===== src/rtl/param_fifo_pkg.sv =====
// Shared definitions for the transaction-layer FIFO (package fifo_pkg).
// Contents:
//   link_state_e - one-hot link state codes driven by the transaction-layer
//                  state machine onto the FIFO's 4-bit state input.
package fifo_pkg;

  typedef enum logic [3:0] {
    STATE_RESET  = 4'b0001,
    STATE_INIT   = 4'b0010,
    STATE_IDLE   = 4'b0100,
    STATE_ACTIVE = 4'b1000
  } link_state_e;

  localparam int STATE_W = 4;

endpackage


===== src/rtl/param_fifo_if.sv =====
// Handshake bundle between the FIFO and its producer/consumer.
// Parameters: DATA_W (entry width), DEPTH (entries, power of two).
// Signals:
//   push, pop, data_in        - requests and write data (master -> FIFO)
//   data_out, valid_out       - registered read data and its strobe
//   count, full, empty,
//   almost_full, almost_empty - occupancy and status flags
// Modports: master (producer/consumer side), slave (the FIFO).
interface param_fifo_if #(
  parameter int DATA_W = 10,
  parameter int DEPTH  = 8
);
  localparam int ADDR_W = $clog2(DEPTH);

  logic              push;
  logic              pop;
  logic [DATA_W-1:0] data_in;
  logic [DATA_W-1:0] data_out;
  logic              valid_out;
  logic [ADDR_W:0]   count;
  logic              full;
  logic              empty;
  logic              almost_full;
  logic              almost_empty;

  modport master (
    output push, pop, data_in,
    input  data_out, valid_out, count, full, empty, almost_full, almost_empty
  );

  modport slave (
    input  push, pop, data_in,
    output data_out, valid_out, count, full, empty, almost_full, almost_empty
  );

endinterface


===== src/rtl/param_fifo_dpram.sv =====
// Simple dual-port RAM backing the FIFO (module fifo_dpram).
// Parameters: DATA_W, DEPTH.
// Ports:
//   clk            - clock
//   reset_L        - async active-low reset of the read register only
//   clr            - synchronous clear of the read register
//   we/waddr/wdata - synchronous write port
//   re/raddr/rdata - synchronous read port with enable; rdata holds when re=0
// The storage array itself is never reset.
module fifo_dpram #(
  parameter  int DATA_W = 10,
  parameter  int DEPTH  = 8,
  localparam int ADDR_W = $clog2(DEPTH)
) (
  input  logic              clk,
  input  logic              reset_L,
  input  logic              clr,
  input  logic              we,
  input  logic [ADDR_W-1:0] waddr,
  input  logic [DATA_W-1:0] wdata,
  input  logic              re,
  input  logic [ADDR_W-1:0] raddr,
  output logic [DATA_W-1:0] rdata
);

  logic [DATA_W-1:0] mem [DEPTH];

  always_ff @(posedge clk) begin
    if (we) mem[waddr] <= wdata;
  end

  // read stage: RAM word -> registered output
  always_ff @(posedge clk or negedge reset_L) begin
    if (!reset_L)  rdata <= '0;
    else if (clr)  rdata <= '0;
    else if (re)   rdata <= mem[raddr];
  end

endmodule


===== src/rtl/param_fifo.sv =====
// Parametrised synchronous FIFO for one virtual channel / traffic class.
// Parameters: DATA_W, DEPTH (power of two, >= 4), AF_DEFAULT, AE_DEFAULT;
//             ADDR_W is derived from DEPTH.
// Ports:
//   clk, reset_L     - clock and async active-low reset
//   state            - link state code (fifo_pkg); STATE_RESET flushes,
//                      STATE_INIT loads the almost_full/almost_empty thresholds
//   umbral_superior  - almost_full threshold, sampled while in INIT
//   umbral_inferior  - almost_empty threshold, sampled while in INIT
//   fifo             - param_fifo_if.slave handshake bundle
//   overflow,
//   underflow        - sticky error flags, present only with FIFO_ERR_EN
// Build option: define FIFO_ERR_EN to add the sticky error flags.
module param_fifo
  import fifo_pkg::*;
#(
  parameter  int DATA_W     = 10,
  parameter  int DEPTH      = 8,
  localparam int ADDR_W     = $clog2(DEPTH),
  parameter  int AF_DEFAULT = DEPTH - 2,
  parameter  int AE_DEFAULT = 1
) (
  input  logic               clk,
  input  logic               reset_L,
  input  logic [STATE_W-1:0] state,
  input  logic [ADDR_W:0]    umbral_superior,
  input  logic [ADDR_W:0]    umbral_inferior,
  param_fifo_if.slave        fifo
`ifdef FIFO_ERR_EN
  ,
  output logic               overflow,
  output logic               underflow
`endif
);

  localparam logic [ADDR_W:0] DEPTH_C = (ADDR_W+1)'(DEPTH);
  localparam logic [ADDR_W:0] AF_C    = (ADDR_W+1)'(AF_DEFAULT);
  localparam logic [ADDR_W:0] AE_C    = (ADDR_W+1)'(AE_DEFAULT);

  logic [ADDR_W-1:0] wr_ptr, rd_ptr;
  logic [ADDR_W:0]   count_r, count_nxt;
  logic [ADDR_W:0]   af_thr, ae_thr, af_thr_nxt, ae_thr_nxt;
  logic              full_r, empty_r, af_r, ae_r;
  logic              vld_p1;
  logic [DATA_W-1:0] rd_data_p1;
  logic              flush, push_ok, pop_ok;

  // Occupancy update; callers only assert inc when not full and dec when
  // not empty, so the result stays within 0..DEPTH.
  function automatic logic [ADDR_W:0] occ_next(input logic [ADDR_W:0] c,
                                               input logic inc,
                                               input logic dec);
    case ({inc, dec})
      2'b10:   return c + 1'b1;
      2'b01:   return c - 1'b1;
      default: return c;
    endcase
  endfunction

  // Requests are qualified against the flags as they stood before this edge.
  // A flush cycle discards any request outright.
  assign flush   = (state == STATE_RESET);
  assign push_ok = fifo.push && !full_r  && !flush;
  assign pop_ok  = fifo.pop  && !empty_r && !flush;

  // Flags are computed from next-cycle count and thresholds so they are
  // coherent with count on the cycle they become visible.
  always_comb begin
    af_thr_nxt = af_thr;
    ae_thr_nxt = ae_thr;
    if (state == STATE_INIT) begin
      af_thr_nxt = umbral_superior;
      ae_thr_nxt = umbral_inferior;
    end
    count_nxt = flush ? '0 : occ_next(count_r, push_ok, pop_ok);
  end

  always_ff @(posedge clk or negedge reset_L) begin
    if (!reset_L) begin
      wr_ptr  <= '0;
      rd_ptr  <= '0;
      count_r <= '0;
      full_r  <= 1'b0;
      empty_r <= 1'b1;
      af_r    <= 1'b0;
      ae_r    <= 1'b1;
      vld_p1  <= 1'b0;
      af_thr  <= AF_C;
      ae_thr  <= AE_C;
    end else begin
      af_thr  <= af_thr_nxt;
      ae_thr  <= ae_thr_nxt;
      count_r <= count_nxt;
      full_r  <= (count_nxt == DEPTH_C);
      empty_r <= (count_nxt == '0);
      af_r    <= (count_nxt >= af_thr_nxt);
      ae_r    <= (count_nxt <= ae_thr_nxt);
      vld_p1  <= pop_ok;
      if (flush) begin
        wr_ptr <= '0;
        rd_ptr <= '0;
      end else begin
        if (push_ok) wr_ptr <= wr_ptr + ADDR_W'(1);
        if (pop_ok)  rd_ptr <= rd_ptr + ADDR_W'(1);
      end
    end
  end

  // read stage: popped word lands in the RAM read register one clock later
  fifo_dpram #(
    .DATA_W (DATA_W),
    .DEPTH  (DEPTH)
  ) u_ram (
    .clk     (clk),
    .reset_L (reset_L),
    .clr     (flush),
    .we      (push_ok),
    .waddr   (wr_ptr),
    .wdata   (fifo.data_in),
    .re      (pop_ok),
    .raddr   (rd_ptr),
    .rdata   (rd_data_p1)
  );

  assign fifo.data_out     = rd_data_p1;
  assign fifo.valid_out    = vld_p1;
  assign fifo.count        = count_r;
  assign fifo.full         = full_r;
  assign fifo.empty        = empty_r;
  assign fifo.almost_full  = af_r;
  assign fifo.almost_empty = ae_r;

`ifdef FIFO_ERR_EN
  // Sticky flags; a flush clears them even if a bad request arrives with it.
  always_ff @(posedge clk or negedge reset_L) begin
    if (!reset_L) begin
      overflow  <= 1'b0;
      underflow <= 1'b0;
    end else if (flush) begin
      overflow  <= 1'b0;
      underflow <= 1'b0;
    end else begin
      if (fifo.push && full_r) overflow  <= 1'b1;
      if (fifo.pop && empty_r) underflow <= 1'b1;
    end
  end
`endif

endmodule


===== src/flat_wrapper.sv =====
// flat-port wrapper written by rule: the top's interface ports become plain ports
module param_fifo_flat import fifo_pkg::*;
#(
  parameter  int DATA_W     = 10,
  parameter  int DEPTH      = 8,
  localparam int ADDR_W     = $clog2(DEPTH),
  parameter  int AF_DEFAULT = DEPTH - 2,
  parameter  int AE_DEFAULT = 1
)
  (clk, reset_L, state, umbral_superior, umbral_inferior, fifo_push, fifo_pop, fifo_data_in, fifo_data_out, fifo_valid_out, fifo_count, fifo_full, fifo_empty, fifo_almost_full, fifo_almost_empty);
  param_fifo_if #(.DATA_W(DATA_W), .DEPTH(DEPTH)) fifo_i ();
  input  logic clk;
  input  logic reset_L;
  input  logic [STATE_W-1:0] state;
  input  logic [ADDR_W:0] umbral_superior;
  input  logic [ADDR_W:0] umbral_inferior;
  input wire logic [$bits(fifo_i.push)-1:0] fifo_push;
  input wire logic [$bits(fifo_i.pop)-1:0] fifo_pop;
  input wire logic [$bits(fifo_i.data_in)-1:0] fifo_data_in;
  output wire logic [$bits(fifo_i.data_out)-1:0] fifo_data_out;
  output wire logic [$bits(fifo_i.valid_out)-1:0] fifo_valid_out;
  output wire logic [$bits(fifo_i.count)-1:0] fifo_count;
  output wire logic [$bits(fifo_i.full)-1:0] fifo_full;
  output wire logic [$bits(fifo_i.empty)-1:0] fifo_empty;
  output wire logic [$bits(fifo_i.almost_full)-1:0] fifo_almost_full;
  output wire logic [$bits(fifo_i.almost_empty)-1:0] fifo_almost_empty;
  assign fifo_i.push = fifo_push;
  assign fifo_i.pop = fifo_pop;
  assign fifo_i.data_in = fifo_data_in;
  assign fifo_data_out = fifo_i.data_out;
  assign fifo_valid_out = fifo_i.valid_out;
  assign fifo_count = fifo_i.count;
  assign fifo_full = fifo_i.full;
  assign fifo_empty = fifo_i.empty;
  assign fifo_almost_full = fifo_i.almost_full;
  assign fifo_almost_empty = fifo_i.almost_empty;
  param_fifo #(.DATA_W(DATA_W), .DEPTH(DEPTH), .AF_DEFAULT(AF_DEFAULT), .AE_DEFAULT(AE_DEFAULT)) u_core (.clk(clk), .reset_L(reset_L), .state(state), .umbral_superior(umbral_superior), .umbral_inferior(umbral_inferior), .fifo(fifo_i));
endmodule

===== config.mk =====
export PLATFORM = sky130hd
export DESIGN_NAME = param_fifo_flat
export DESIGN_NICKNAME = d
export VERILOG_FILES = /design/src/rtl/param_fifo_pkg.sv /design/src/rtl/param_fifo_if.sv /design/src/rtl/param_fifo_dpram.sv /design/src/rtl/param_fifo.sv /design/src/flat_wrapper.sv
export SDC_FILE = /design/constraint.sdc
export NUM_CORES = 1
export LEC_CHECK = 0
export ABC_CLOCK_PERIOD_IN_PS = 2700
export CAP_MARGIN = 20
export CORE_AREA = 2 2 99 101
export CTS_BUF_LIST = sky130_fd_sc_hd__clkbuf_16
export DETAILED_ROUTE_END_ITERATION = 8
export DIE_AREA = 0 0 101 103
export PLACE_DENSITY = 0.8
export SYNTH_ARGS = -nofsm -noshare
export SYNTH_HDL_FRONTEND = slang
export SYNTH_SLANG_ARGS = --single-unit

===== constraint.sdc =====
create_clock -name clk -period 2.7 [get_ports clk]
set_clock_uncertainty 0.05 [all_clocks]
set_input_delay 0.54 -clock clk [delete_from_list [all_inputs] [get_ports clk]]
set_output_delay 0.54 -clock clk [all_outputs]
set_load 0.02 [all_outputs]

# After elaboration in Yosys (flattened, before gate mapping)
# Memory sizes are Yosys's and may differ from the RTL's.
# Index checks and enable logic that the tools add are counted.
[totals]
memories = 1
rom_bits = 0
in_bits = 26
latch_bits = 0
ff_bits = 33
ramBits = 80
wordCells = 45
[classes]
shifts = 0
eq_ne = 5
div = 0
order_cmp = 2
muxes = 12
bitwise = 0
mul = 0
addsub = 4
n_reduce_logical = 10
[memory_table]
columns = ["memory", "words", "word_bits", "read_ports", "rd_clocked_by_memory_dff", "write_ports", "line_no", "rtl"]
rows = [
  ["u_core.u_ram.mem", 8, 10, 1, 0, 1, "param_fifo_dpram.sv:26", "logic [DATA_W-1:0] mem [DEPTH];"],
]
[op_table]
columns = ["op", "count"]
rows = [
  ["2-to-1 mux 10 bit", 2],
  ["2-to-1 mux 3 bit", 4],
  ["2-to-1 mux 4 bit", 3],
  ["case mux 4 bit (2 select lines)", 1],
  ["adder 3 x 1 -> 3 bit (second input constant)", 2],
  ["adder 4 x 1 -> 4 bit (second input constant)", 1],
  ["== test 4 x 1 -> 1 bit (second input constant)", 1],
  ["== test 4 x 2 -> 1 bit (second input constant)", 1],
  ["== test 4 bit (second input constant)", 1],
  ["greater-or-equal comparator 4 bit", 1],
  ["<= comparator 4 bit", 1],
  ["logical AND 1 bit", 4],
  ["logical NOT 4 bit", 1],
  ["nonzero test 2 bit", 2],
  ["subtractor 4 x 1 -> 4 bit (second input constant)", 1],
  ["logical NOT 1 bit", 3],
  ["== test 2 x 1 -> 1 bit (second input constant)", 1],
  ["== test 2 bit (second input constant)", 1],
  ["2-to-1 mux 1 bit", 2],
]

# Depth between registers and ports, before layout
[logic_depth]
word_depth = 7
depth_mapped = 14
ltp_nobuf = 13

# Modules after synthesis
# Synthesis repeated with hierarchy kept, for this count alone.
[hier_totals]
hier_cells = 302
area_unflattened_um2 = 4710.8
[by_module_without_submodules]
columns = ["module", "cells_per_inst", "seq_area_each_um2", "instances", "area_each_um2"]
rows = [
  ["fifo_dpram", 185, 2652.5, 1, 3442.1],
  ["param_fifo", 117, 581.8, 1, 1268.7],
]

# Least setup slack after synthesis
# No wires, ideal clock.
[synth_timing]
kind = "input port to flip-flop"
from = "in state[1]"
to = "reg u_core.ae_r, in the netlist u_core.fifo.almost_empty"
cell_stages = 11
arrival_time_ps = 3264
required_time_ps = 2589
path_slack_ps = -676
path_buffers = 1
cell_sequence = "nor4b_1 > buf_2 > nor2_1 > ha_1 > or4_4 > a21oi_1 > ha_1 > o21ai_0 > nand2b_1 > a21oi_1 > a41o_1"
[synth_between]
elab_chain_cells = 7
elab_cells_between_ends = 11
[synth_lines]
columns = ["item", "line_no", "rtl"]
rows = [
  ["start, declared", "flat_wrapper.sv:14", "input logic [STATE_W-1:0] state;"],
  ["== test 4 x 1 -> 1 bit (*)", "param_fifo.sv:62", "assign flush = (state == STATE_RESET);"],
  ["logical NOT 1 bit", "param_fifo.sv:63, param_fifo.sv:64", ""],
  ["logical AND 1 bit, on equally long branches", "param_fifo.sv:64, param_fifo.sv:63", ""],
  ["== test 2 x 1 -> 1 bit / == test 2 bit (equally long branches)", "param_fifo.sv:53", "case ({inc, dec})"],
  ["case mux 4 bit (2 select lines)", "param_fifo.sv:53", ""],
  ["2-to-1 mux 4 bit (*)", "param_fifo.sv:75", "count_nxt = flush ? '0 : occ_next(count_r, push_ok, pop_ok);"],
  ["via u_core.count_nxt[2]", "param_fifo.sv:41", "logic [ADDR_W:0] count_r, count_nxt;"],
  ["<= comparator 4 bit (*)", "param_fifo.sv:97", "ae_r <= (count_nxt <= ae_thr_nxt);"],
  ["end signal, assigned", "param_fifo.sv:97", ""],
  ["end, declared", "param_fifo.sv:43", "logic full_r, empty_r, af_r, ae_r;"],
]
# Mark *: on every way through the listed nets, which the timed path passes. The rest lies on a longest branch.
# A chain may end at the register's enable or synchronous reset.

# Worst setup path after layout
[layout_timing]
from = "in state[3]"
to = "reg u_core.ae_r, in the netlist u_core.fifo.almost_empty"
# Same word-level chain as after synthesis.

==> reports/qor.yml <==
outcome:
  outcome: "finished with violations"
  violations: "setup timing"
drt:
  drcViolationCount: 0
  drt_first_pass_iters: 4
  vias_per_cell: 5.58
  totalWireLength_um: 9650
  drt_iter0_drc: 176
  num_vias: 2764
  ant_nets: 0
  wl_per_cell_um: 19.5
global_routing:
  grt_first_pass_wirelength_um: 14900
  grt.overflow.total: 0
  grt_pass1_vias: 2876
  antenna_found_initial: 0
  grt.total_usage: 0.200
  grt_max_degree: 34
die:
  rows: 36
  die-area_um2: 10400
  core_um2: 9460
  die-height_um: 103
  num_io_pins: 45
  initial_utilization: 0.493
  die_w_um: 101
worst_setup_path:
  cp_num_buf_inv: 1
  r2r_end: "u_core.fifo.almost_empty"
  worstPathRequired_ns: 3.00
  worst-path-stages: 14
  ff2ff_setup_slack_ns: -0.06
  path_cells: "buf_6, or4b_4, nand3_4, xnor2_2, ha_2, a21oi_2, a21boi_2, or4_4, a21oi_4, ha_4, o21ai_2, nand2b_1, a21oi_2, a41o_1"
  slowest_delay_ns: 0.57
  r2r-start: "u_core.fifo.full"
  crit_type: "in -> reg"
  cp-endpoint: "u_core.fifo.almost_empty"
  cpMaxStageDelayCell: "or4b_4"
  crit_path_start: "state[3]"
  start_kind: "input pin"
  crit_fanout: 4
  end_kind: "flop"
  cpLargestDelayFamily: "simple AND/OR/NAND/NOR gates"
  r2r.worst_path.cells: 13
  path_common_cell: "a21oi_2"
  cp_data_arrival_time_ns: 3.23
finish:
  final_nets: 406
  antenna_cells: 0
  final_cell_mix: "edfxtp_1, clkdlybuf4s50_1, buf_4"
  area_growth_pct: 33.1
  nFillCells: 623
  drive_gt1_frac: 0.331
  final_common_cell: "edfxtp_1"
cts:
  cts.hold.buffers_added: 0
  clk_pin_slew_ns: 0.06
  cts_num_sinks: 113
  tritoncts: "yes"
  clockBufferDepth: 2
  root_buffer: "clkbuf_16"
  cts-htree-levels: 4
  cts_made_buffers: 17
  clock_latency_ns: 0.41
power:
  leakage_nw: 2.33
  ir_drop_mv: 0.604
  powerDensity_nw_per_um2: 1160
sta:
  layout_setup_ws_ns: -0.230
  max_slew_margin: 0.286
  fin_crit_ns: 2.93
  max_freq_ghz: 0.341
  grt_setup_unrepaired: "true"
  drv_slew: 0
  timing.final.crit_share: 1.09
  setup_violations: 2
  final_hold_viol_count: 0
  fin_tns_setup_ns: -0.398
  worstMarginPinSlew_ns: 1.07
worst_hold_path:
  whs_path_depth: 2
  hold_path.class: "reg -> reg"
placed_design:
  port_buffers: 44
  routabilityCongestion: 0.772
  pre_cts_ws_ns: -0.987
  hpwl_um: 5830
yosys:
  syn_avg_cell_area_um2: 16.7
  synth_area_um2: 4670
  yosysUniqueCellTypes: 34
  synth_nets: 317
  ys_warn_count: 0
  synth_cells: 279
  yosysSeqAreaShare: 0.693
  synth-seq-cells: 113
flow_run:
  max_cap_viol_count: 0
-- synth_stat cells --
cell type	instances	area, um2
a21oi_1	18	90.1
xnor2_1	3	26.3
nor2b_1	5	31.3
mux2i_2	1	13.8
dfrtp_1	28	701
o31ai_1	1	7.51
a41o_1	1	10.0
buf_2	5	25.0
a2111oi_2	1	15.0
a21boi_1	1	7.51
o21ai_0	12	60.1
o22ai_1	1	6.26
nor3_1	4	20.0
nand3_1	2	10.0
buf_4	1	7.51
nand2b_1	10	62.6
ha_1	12	150
or4_4	1	11.3
or4b_1	1	10.0
mux2i_1	18	180
buf_1	2	7.51
inv_1	8	30.0
nand2_1	9	33.8
a31oi_4	1	21.3
or3_1	1	6.26
nor4b_1	2	17.5
clkbuf_1	5	18.8
dfstp_2	5	131
and3_1	1	6.26
mux4_2	20	450
edfxtp_1	80	2400
xor2_1	2	17.5
nor2_1	15	56.3
mux2_2	2	22.5
-- power by group --
group / switching (W) / total [W] / leakage [nW] / internal, W
Clock: 0.000833 / 0.00222 / 0.293 / 0.00139
Sequential: 0.000268 / 0.00253 / 1.11 / 0.00226
Combinational: 0.00121 / 0.00248 / 0.922 / 0.00127
Total: 0.00232 / 0.00723 / 2.33 / 0.00492
-- metrics by stage --
| stage | instance area (um2) | cells | utilization | hold WS, ns | total power, W |
|---|---|---|---|---|---|
| 3_5_place_dp | 5470 | 459 | 0.579 | 0.448 | 0.00474 |
| 6_report | 6210 | 495 | 0.656 | 0.461 | 0.00723 |
| 4_1_cts | 6120 | 492 | 0.647 | 0.461 | 0.00707 |
| 3_3_place_gp | 5470 | 459 | 0.579 | 0.429 | 0.00465 |
| 2_1_floorplan | 4690 | 279 | - | 0.194 | 0.00388 |
| 5_1_grt | 6210 | 495 | 0.656 | 0.478 | 0.00757 |
-- state kept, by name, summed over array words and instances, names as in the netlist, 3 cells and up --
| name | flops |
|---|---|
| u_core.rd_ptr | 3 |
| u_core.u_ram.rdata | 10 |
| u_core.u_ram.mem | 80 |
| u_core.af_thr | 4 |
| u_core.fifo.count | 4 |
| u_core.ae_thr | 4 |
| u_core.wr_ptr | 3 |
-- cell families (layout without fill, tap and decap cells) --
kind of cell | after synthesis | count (layout) | synth area share
muxes | 41 | 41 | 0.143
buffers and inverters | 21 | 123 | 0.0190
DFF | 113 | 113 | 0.693
adders and majority gates | 12 | 12 | 0.0322
AOI/OAI and AO/OA | 36 | 36 | 0.0467
xor gates and xnor gates | 5 | 5 | 0.00939
and+or+nand+nor | 51 | 51 | 0.0568
-- cell type report --
cell class | count | area [um2] | area share
inverters | 8 | 30.0 | 0.00484
flip-flops and latches | 113 | 3230 | 0.521
clock inverters | 15 | 174 | 0.0280
repair buffers | 83 | 728 | 0.117
multi-input cells | 145 | 1480 | 0.238
clock buffers | 17 | 425 | 0.0685
well taps | 114 | 143 | 0.0230
-- worst min path at each step --
| stage | start | end | slack (ns) |
|---|---|---|---|
| 2_1_floorplan | reset_L | u_core.ae_thr[1] | 0.19 |
| 3_3_place_gp | u_core.af_thr[3] | u_core.af_thr[3] | 0.43 |
| 3_5_place_dp | u_core.af_thr[3] | u_core.af_thr[3] | 0.45 |
| 4_1_cts | u_core.af_thr[3] | u_core.af_thr[3] | 0.46 |
| 5_1_grt | u_core.ae_thr[3] | u_core.ae_thr[3] | 0.48 |
| 6_report | u_core.af_thr[3] | u_core.af_thr[3] | 0.46 |
-- worst reg2reg max path: stages, from the launching register on --
cell	delay, ns
dfrtp_1	0.40
nand2b_1	0.21
nand3_4	0.11
xnor2_2	0.12
ha_2	0.20
a21oi_2	0.04
a21boi_2	0.16
or4_4	0.52
a21oi_4	0.24
ha_4	0.25
o21ai_2	0.05
nand2b_1	0.09
a21oi_2	0.15
a41o_1	0.10
-- per-layer routing --
layer	GRT usage	routed length, um	vias to the layer above
li1	-	-	1252
met1	0.242	3750	1378
met2	0.339	5080	117
met3	0.0644	625	17
met4	0.0759	191	0
met5	0	0	-
-- timing repair --
action	CTS	global route
resized for setup	28	13
buffers inserted	1	2
endpoints found under the setup margin	4	2
pin swaps	8	9
No activity file was read; power rests on OpenSTA's default activity.
